==> src/rtl/digit_scan_ctrl_if.sv <==
// Signal bundle between the digit scan controller and the display side.
// The host drives the scan enable and per-digit enables; the controller
// returns the mux select, the active-low anodes and the slot status.
interface digit_scan_ctrl_if;
    logic       en;
    logic [3:0] digit_en;
    logic [1:0] sel;
    logic [3:0] an;
    logic       blank;
    logic       slot_tick;

    modport master (
        output en,
        output digit_en,
        input  sel,
        input  an,
        input  blank,
        input  slot_tick
    );

    modport slave (
        input  en,
        input  digit_en,
        output sel,
        output an,
        output blank,
        output slot_tick
    );
endinterface

==> src/rtl/digit_scan_ctrl.sv <==
// Time-multiplexed scan controller for a four-digit seven-segment display.
// Each digit owns a slot of REFRESH_DIV cycles; the first BLANK_CYCLES of a
// slot keep every anode off so the segment bus can settle on the new digit.
// Disabled digits are skipped when the next slot's digit is chosen.
// All outputs are registered and describe the same cycle as the slot counter.

// Property checker bound into the controller: anode safety invariants.
module digit_scan_ctrl_chk #(
    parameter int BLANK_CYCLES = 1000
) (
    input logic       clk,
    input logic       reset,
    input logic [1:0] sel,
    input logic [3:0] an,
    input logic       blank
);
    a_one_anode: assert property (@(posedge clk) disable iff (reset) $onehot0(~an));

    a_blank_flag: assert property (@(posedge clk) disable iff (reset) blank == (an == 4'b1111));

    generate
        if (BLANK_CYCLES > 0) begin : g_guard_chk
            a_dark_on_switch: assert property (@(posedge clk) disable iff (reset)
                (sel != $past(sel)) |-> (an == 4'b1111));
        end
    endgenerate
endmodule

module digit_scan_ctrl #(
    parameter int REFRESH_DIV  = 100000,
    parameter int BLANK_CYCLES = 1000
) (
    input  logic             clk,
    input  logic             reset,
    digit_scan_ctrl_if.slave bus
);
    localparam int               CNT_W     = $clog2(REFRESH_DIV);
    localparam logic [CNT_W-1:0] CNT_LAST  = CNT_W'(REFRESH_DIV - 1);
    localparam logic [CNT_W-1:0] CNT_ONE   = CNT_W'(1);
    localparam logic [CNT_W-1:0] CNT_ZERO  = CNT_W'(0);
    localparam logic [CNT_W-1:0] CNT_BLANK = CNT_W'(BLANK_CYCLES);

    // Registered state and outputs
    logic [CNT_W-1:0] r_cnt;
    logic [1:0]       r_sel;
    logic [3:0]       r_an;
    logic             r_blank;
    logic             r_tick;

    // Values for the cycle being entered at the next edge
    logic [CNT_W-1:0] w_cnt_nxt;
    logic [1:0]       w_sel_nxt;
    logic [3:0]       w_an_nxt;
    logic             w_blank_nxt;
    logic             w_tick_nxt;
    logic             w_in_blank;
    logic             w_wrap;

    // Round-robin search for the next enabled digit after cur; cur itself is
    // tried last, and with no digit enabled the select simply holds.
    function automatic logic [1:0] next_enabled(input logic [1:0] cur, input logic [3:0] mask);
        logic [1:0] pick;
        logic [1:0] idx;
        logic       found;
        pick  = cur;
        found = 1'b0;
        for (int k = 1; k <= 4; k++) begin
            idx = cur + 2'(k);
            if (!found && mask[idx]) begin
                pick  = idx;
                found = 1'b1;
            end else begin
                pick  = pick;
                found = found;
            end
        end
        return pick;
    endfunction

    // Active-low anode pattern for one digit index.
    function automatic logic [3:0] anode_for(input logic [1:0] idx);
        logic [3:0] a;
        case (idx)
            2'd0:    a = 4'b1110;
            2'd1:    a = 4'b1101;
            2'd2:    a = 4'b1011;
            2'd3:    a = 4'b0111;
            default: a = 4'b1111;
        endcase
        return a;
    endfunction

    // Slot counter and select: count while enabled, pick a new digit only at the wrap.
    always_comb begin
        w_cnt_nxt = r_cnt;
        w_sel_nxt = r_sel;
        w_wrap    = (r_cnt == CNT_LAST);
        if (!bus.en) begin
            w_cnt_nxt = CNT_ZERO;
            w_sel_nxt = r_sel;
        end else if (w_wrap) begin
            w_cnt_nxt = CNT_ZERO;
            w_sel_nxt = next_enabled(r_sel, bus.digit_en);
        end else begin
            w_cnt_nxt = r_cnt + CNT_ONE;
            w_sel_nxt = r_sel;
        end
    end

    // The guard window only exists when BLANK_CYCLES is non-zero.
    generate
        if (BLANK_CYCLES == 0) begin : g_no_guard
            assign w_in_blank = 1'b0;
        end else begin : g_guard
            assign w_in_blank = (w_cnt_nxt < CNT_BLANK);
        end
    endgenerate

    // Output image for the next cycle: dark when disabled, in the guard window or on a disabled digit.
    always_comb begin
        w_an_nxt    = 4'b1111;
        w_blank_nxt = 1'b1;
        w_tick_nxt  = 1'b0;
        if (bus.en) begin
            w_tick_nxt = (w_cnt_nxt == CNT_LAST);
            if (!w_in_blank && bus.digit_en[w_sel_nxt]) begin
                w_an_nxt    = anode_for(w_sel_nxt);
                w_blank_nxt = 1'b0;
            end else begin
                w_an_nxt    = 4'b1111;
                w_blank_nxt = 1'b1;
            end
        end else begin
            w_an_nxt    = 4'b1111;
            w_blank_nxt = 1'b1;
            w_tick_nxt  = 1'b0;
        end
    end

    // State and output registers; reset forces the display dark at once.
    always_ff @(posedge clk or posedge reset) begin
        if (reset) begin
            r_cnt   <= CNT_ZERO;
            r_sel   <= 2'd0;
            r_an    <= 4'b1111;
            r_blank <= 1'b1;
            r_tick  <= 1'b0;
        end else begin
            r_cnt   <= w_cnt_nxt;
            r_sel   <= w_sel_nxt;
            r_an    <= w_an_nxt;
            r_blank <= w_blank_nxt;
            r_tick  <= w_tick_nxt;
        end
    end

    assign bus.sel       = r_sel;
    assign bus.an        = r_an;
    assign bus.blank     = r_blank;
    assign bus.slot_tick = r_tick;

    digit_scan_ctrl_chk #(
        .BLANK_CYCLES (BLANK_CYCLES)
    ) u_chk (
        .clk   (clk),
        .reset (reset),
        .sel   (r_sel),
        .an    (r_an),
        .blank (r_blank)
    );
endmodule

==> src/flat_wrapper.sv <==
// flat-port wrapper written by rule: the top's interface ports become plain ports
module digit_scan_ctrl_flat 
#(
    parameter int REFRESH_DIV  = 100000,
    parameter int BLANK_CYCLES = 1000
)
  (clk, reset, bus_en, bus_digit_en, bus_sel, bus_an, bus_blank, bus_slot_tick);
  digit_scan_ctrl_if bus_i ();
  input  logic clk;
  input  logic reset;
  input wire logic [$bits(bus_i.en)-1:0] bus_en;
  input wire logic [$bits(bus_i.digit_en)-1:0] bus_digit_en;
  output wire logic [$bits(bus_i.sel)-1:0] bus_sel;
  output wire logic [$bits(bus_i.an)-1:0] bus_an;
  output wire logic [$bits(bus_i.blank)-1:0] bus_blank;
  output wire logic [$bits(bus_i.slot_tick)-1:0] bus_slot_tick;
  assign bus_i.en = bus_en;
  assign bus_i.digit_en = bus_digit_en;
  assign bus_sel = bus_i.sel;
  assign bus_an = bus_i.an;
  assign bus_blank = bus_i.blank;
  assign bus_slot_tick = bus_i.slot_tick;
  digit_scan_ctrl #(.REFRESH_DIV(REFRESH_DIV), .BLANK_CYCLES(BLANK_CYCLES)) u_core (.clk(clk), .reset(reset), .bus(bus_i));
endmodule
==> config.mk <==
export PLATFORM = sky130hd
export DESIGN_NAME = digit_scan_ctrl_flat
export DESIGN_NICKNAME = d
export VERILOG_FILES = /design/src/rtl/digit_scan_ctrl_if.sv /design/src/rtl/digit_scan_ctrl.sv /design/src/flat_wrapper.sv
export SDC_FILE = /design/constraint.sdc
export NUM_CORES = 1
export LEC_CHECK = 0
export CORE_MARGIN = 1
export CORE_UTILIZATION = 50
export DETAILED_ROUTE_END_ITERATION = 8
export DONT_BUFFER_PORTS = 1
export GPL_TIMING_DRIVEN = 0
export PLACE_DENSITY = 0.67
export SYNTH_ARGS = -nofsm -noshare
export SYNTH_HDL_FRONTEND = slang
export SYNTH_SLANG_ARGS = --single-unit
==> constraint.sdc <==
create_clock -name clk -period 4.87 [get_ports clk]
set_clock_uncertainty 0.2 [all_clocks]
set_input_delay 0.974 -clock clk [delete_from_list [all_inputs] [get_ports clk]]
set_output_delay 0.974 -clock clk [all_outputs]
set_load 0.02 [all_outputs]
==> flow_summary_export.csv <==
group,metric,value,unit
run_status,status,"completed",
setup_path,rrSetupSlack,2110,ps
setup_path,r2r-start,"u_core.r_cnt[0]",
logic_synthesis,synth_cells,150,
pwr,power.density,229,nW/um^2
die,core_area,2590,sq um
logic_synthesis,synth_warnings,0,
finish,drive_gt1_frac,0.136,
logic_synthesis,dominantRegCellSynth,"dfrtp_1",
finish,area_growth,4.75,%
setup_path,end_kind,"flop",
setup_path,slowest_delay,440,ps
clocking,hold_buffers,0,
sta,finalSetupTns,0,ps
logic_synthesis,avgSynthCellArea,9.48,sq um
sta,period_share,0.587,
sta,fin_ws,2010,ps
clocking,clk_latency,320,ps
sta,period_needed,2860,ps
grt,grtUsageTotal,0.203,
logic_synthesis,synth_cell_types,44,
clocking,post_cts_buffers,0,
setup_path,crit_path_start_kind,"input pin",
grt,antenna_found_initial,0,
clocking,cts_tree,"yes",
grt,grt_pass1_wl,5030,microns
grt,grt_max_degree,26,
setup_path,worstPathRequired,4940,ps
sta,setup_viol,0,
setup_path,crit_chain,"clkbuf_4 -> or3b_2 -> a2111oi_0 -> a2111o_1 -> mux2_2 -> mux2i_1 -> nand2_1 -> nand3_1",
die,initial_utilization,0.549,
finish,nets,163,
setup_path,slowest_stage,"or3b_2",
placed_design,pre_cts_ws,1680,ps
clocking,clock_path_buffers,2,
clocking,cts.repair.resized,0,
routing,viasPerCell,5.90,
placed_design,hpwl,2040,microns
setup_path,cp_max_fo,10,
logic_synthesis,synth.area.top_cells,"dfrtp_1 35%, dfstp_2 9.2%, xnor2_1 5.5%, nor2_1 5.3%, nand4_1 4.8%",
routing,routed_wl,2770,microns
worst_hold_path,hold_depth,1,
sta,fmax,350,MHz
logic_synthesis,synth_top_area_cell,"dfrtp_1",
run,cap_viol_max_count,0,
routing,wl_per_cell,15.1,microns
sta,slew_headroom,0.389,
pwr,total_leakage_power,0.000607,uW
routing,num_vias,1086,
logic_synthesis,yosys_register_bits,25,
grt,grt_overflow,0,
setup_path,cp.arrival,2930,ps
logic_synthesis,synth_top_area_share,0.352,
clocking,clkTransAtPathRegs,140,ps
setup_path,r2r_end,"u_core.bus.an[0]",
die,dieArea,3060,sq um
placed_design,io_buffers,0,
die,io_pins,15,
clocking,clock_sinks,25,
logic_synthesis,yosys-top-cells-count,"20 x dfrtp_1, 20 x nor2_1, 11 x nand2_1, 11 x nand4_1, 9 x xnor2_1",
routing,detail-route-antenna-nets,0,
die,die_h,55.3,microns
sta,hold_viol,0,
routing,dr.pass1.iters,4,
setup_path,critPathKind,"input pin to flop",
setup_path,rr_worst_depth,8,
die,row_count,18,
routing,drc,0,
sta,rsz0062_at_grt,"no",
worst_hold_path,min_path_type,"flop to flop",
worst_hold_path,hold_path_end,"u_core.r_cnt[0]",
clocking,cts_made_buffers,3,
logic_synthesis,synth_edf_count,0,
logic_synthesis,async_flop_share,1.00,
sta,worst_pin_slew,915,ps
finish,antenna_cells,0,
clocking,cts.htree.levels,1,
logic_synthesis,syn-cell-area,1420,sq um
logic_synthesis,seq_area_frac_synth,0.445,
sta,maxSlewViolCount,0,
logic_synthesis,syn-num-nets,158,
pwr,ir_worst_vdd,156,uV
clocking,cts-root-buf,"clkbuf_4",
grt,grt_pass1_vias,1111,
die,die_width,55.3,microns
placed_design,routabilityCongestion,0.862,
routing,drt_iter0_drc,27,
worst_hold_path,hp-start,"u_core.r_cnt[0]",
placed cells by master (no fill, tap or decap), drive strengths merged, types with 2 or more instances in the layout:
cell type	synthesis	final
a21oi	3	3
a31oi	2	2
and3	3	3
buf	4	4
clkbuf	1	4
dfrtp	20	20
dfstp	5	5
inv	8	8
mux2i	4	4
nand2	12	12
nand2b	3	3
nand3	6	6
nand4	12	12
nor2	20	20
nor3	4	4
nor4	2	2
nor4bb	2	2
o22ai	2	2
or2	2	2
or3b	2	2
xnor2	9	9
xor2	7	7
final cells by class:
class,instances,area (sq um)
tap,30,37.5
buffer,5,28.8
multi-input combinational,112,731
clock buffer,3,22.5
fill,228,1100
clock inverter,1,7.51
inverter,8,30.0
sequential,25,632
worst max-delay path by stage:
| stage | end | cells after the start | slack, ps | from |
|---|---|---|---|---|
| final | u_core.bus.blank | 8 | 2010 | bus_digit_en[3] |
| after global placement | u_core.bus.blank | 8 | 1750 | bus_digit_en[3] |
| after CTS | u_core.bus.blank | 8 | 2030 | bus_digit_en[3] |
| after floorplan | u_core.bus.blank | 8 | 1850 | bus_digit_en[3] |
| after global routing | u_core.bus.blank | 8 | 1880 | bus_digit_en[3] |
| after detailed placement | u_core.bus.blank | 8 | 1680 | bus_digit_en[3] |
per-layer routing:
layer / share of wire / wire (microns) / global-route usage / vias up
li1: - / - / - / 538
met1: 0.46 / 1280 / 0.258 / 514
met2: 0.49 / 1370 / 0.341 / 30
met3: 0.031 / 87 / 0.0234 / 4
met4: 0.014 / 38 / 0.104 / 0
met5: 0 / 0 / 0 / -
metrics by stage:
stage	instance area, sq um	hold slack, ps	instances	util	power (uW)
after CTS	1490	325	184	0.575	344
final	1490	326	184	0.575	342
after global routing	1490	365	184	0.575	359
after global placement	1460	302	180	0.563	249
after floorplan	1420	276	150	-	244
after detailed placement	1460	307	180	0.563	251
sequential cells by signal (all words and copies together), names as in the netlist:
name                  count
u_core.bus.blank          1
u_core.bus.an             4
u_core.bus.sel            2
u_core.bus.slot_tick      1
u_core.r_cnt             17
power by group:
group / internal, uW / switching, uW
Clock: 31.4 / 63.3
Sequential: 211 / 5.65
Combinational: 11.1 / 19.3
Total: 253 / 88.2
cell families (layout without fill, tap and decap cells):
group,count (synthesis),after routing,share of synthesized area
xor gates and xnor gates,16,16,0.0986
AOI/OAI and AO/OA,14,14,0.0783
muxes,5,5,0.0361
buffers and inverters,13,17,0.0414
DFF,25,25,0.445
adders and majority gates,1,1,0.00880
and+or+nand+nor,76,76,0.292
critical path, delay by kind of cell:
family          cells  cell delay [ps]
compound gates      2              620
simple gates        3              610
mux                 2              580
buf+inv             1              160
(Power assumes the default switching activity.)
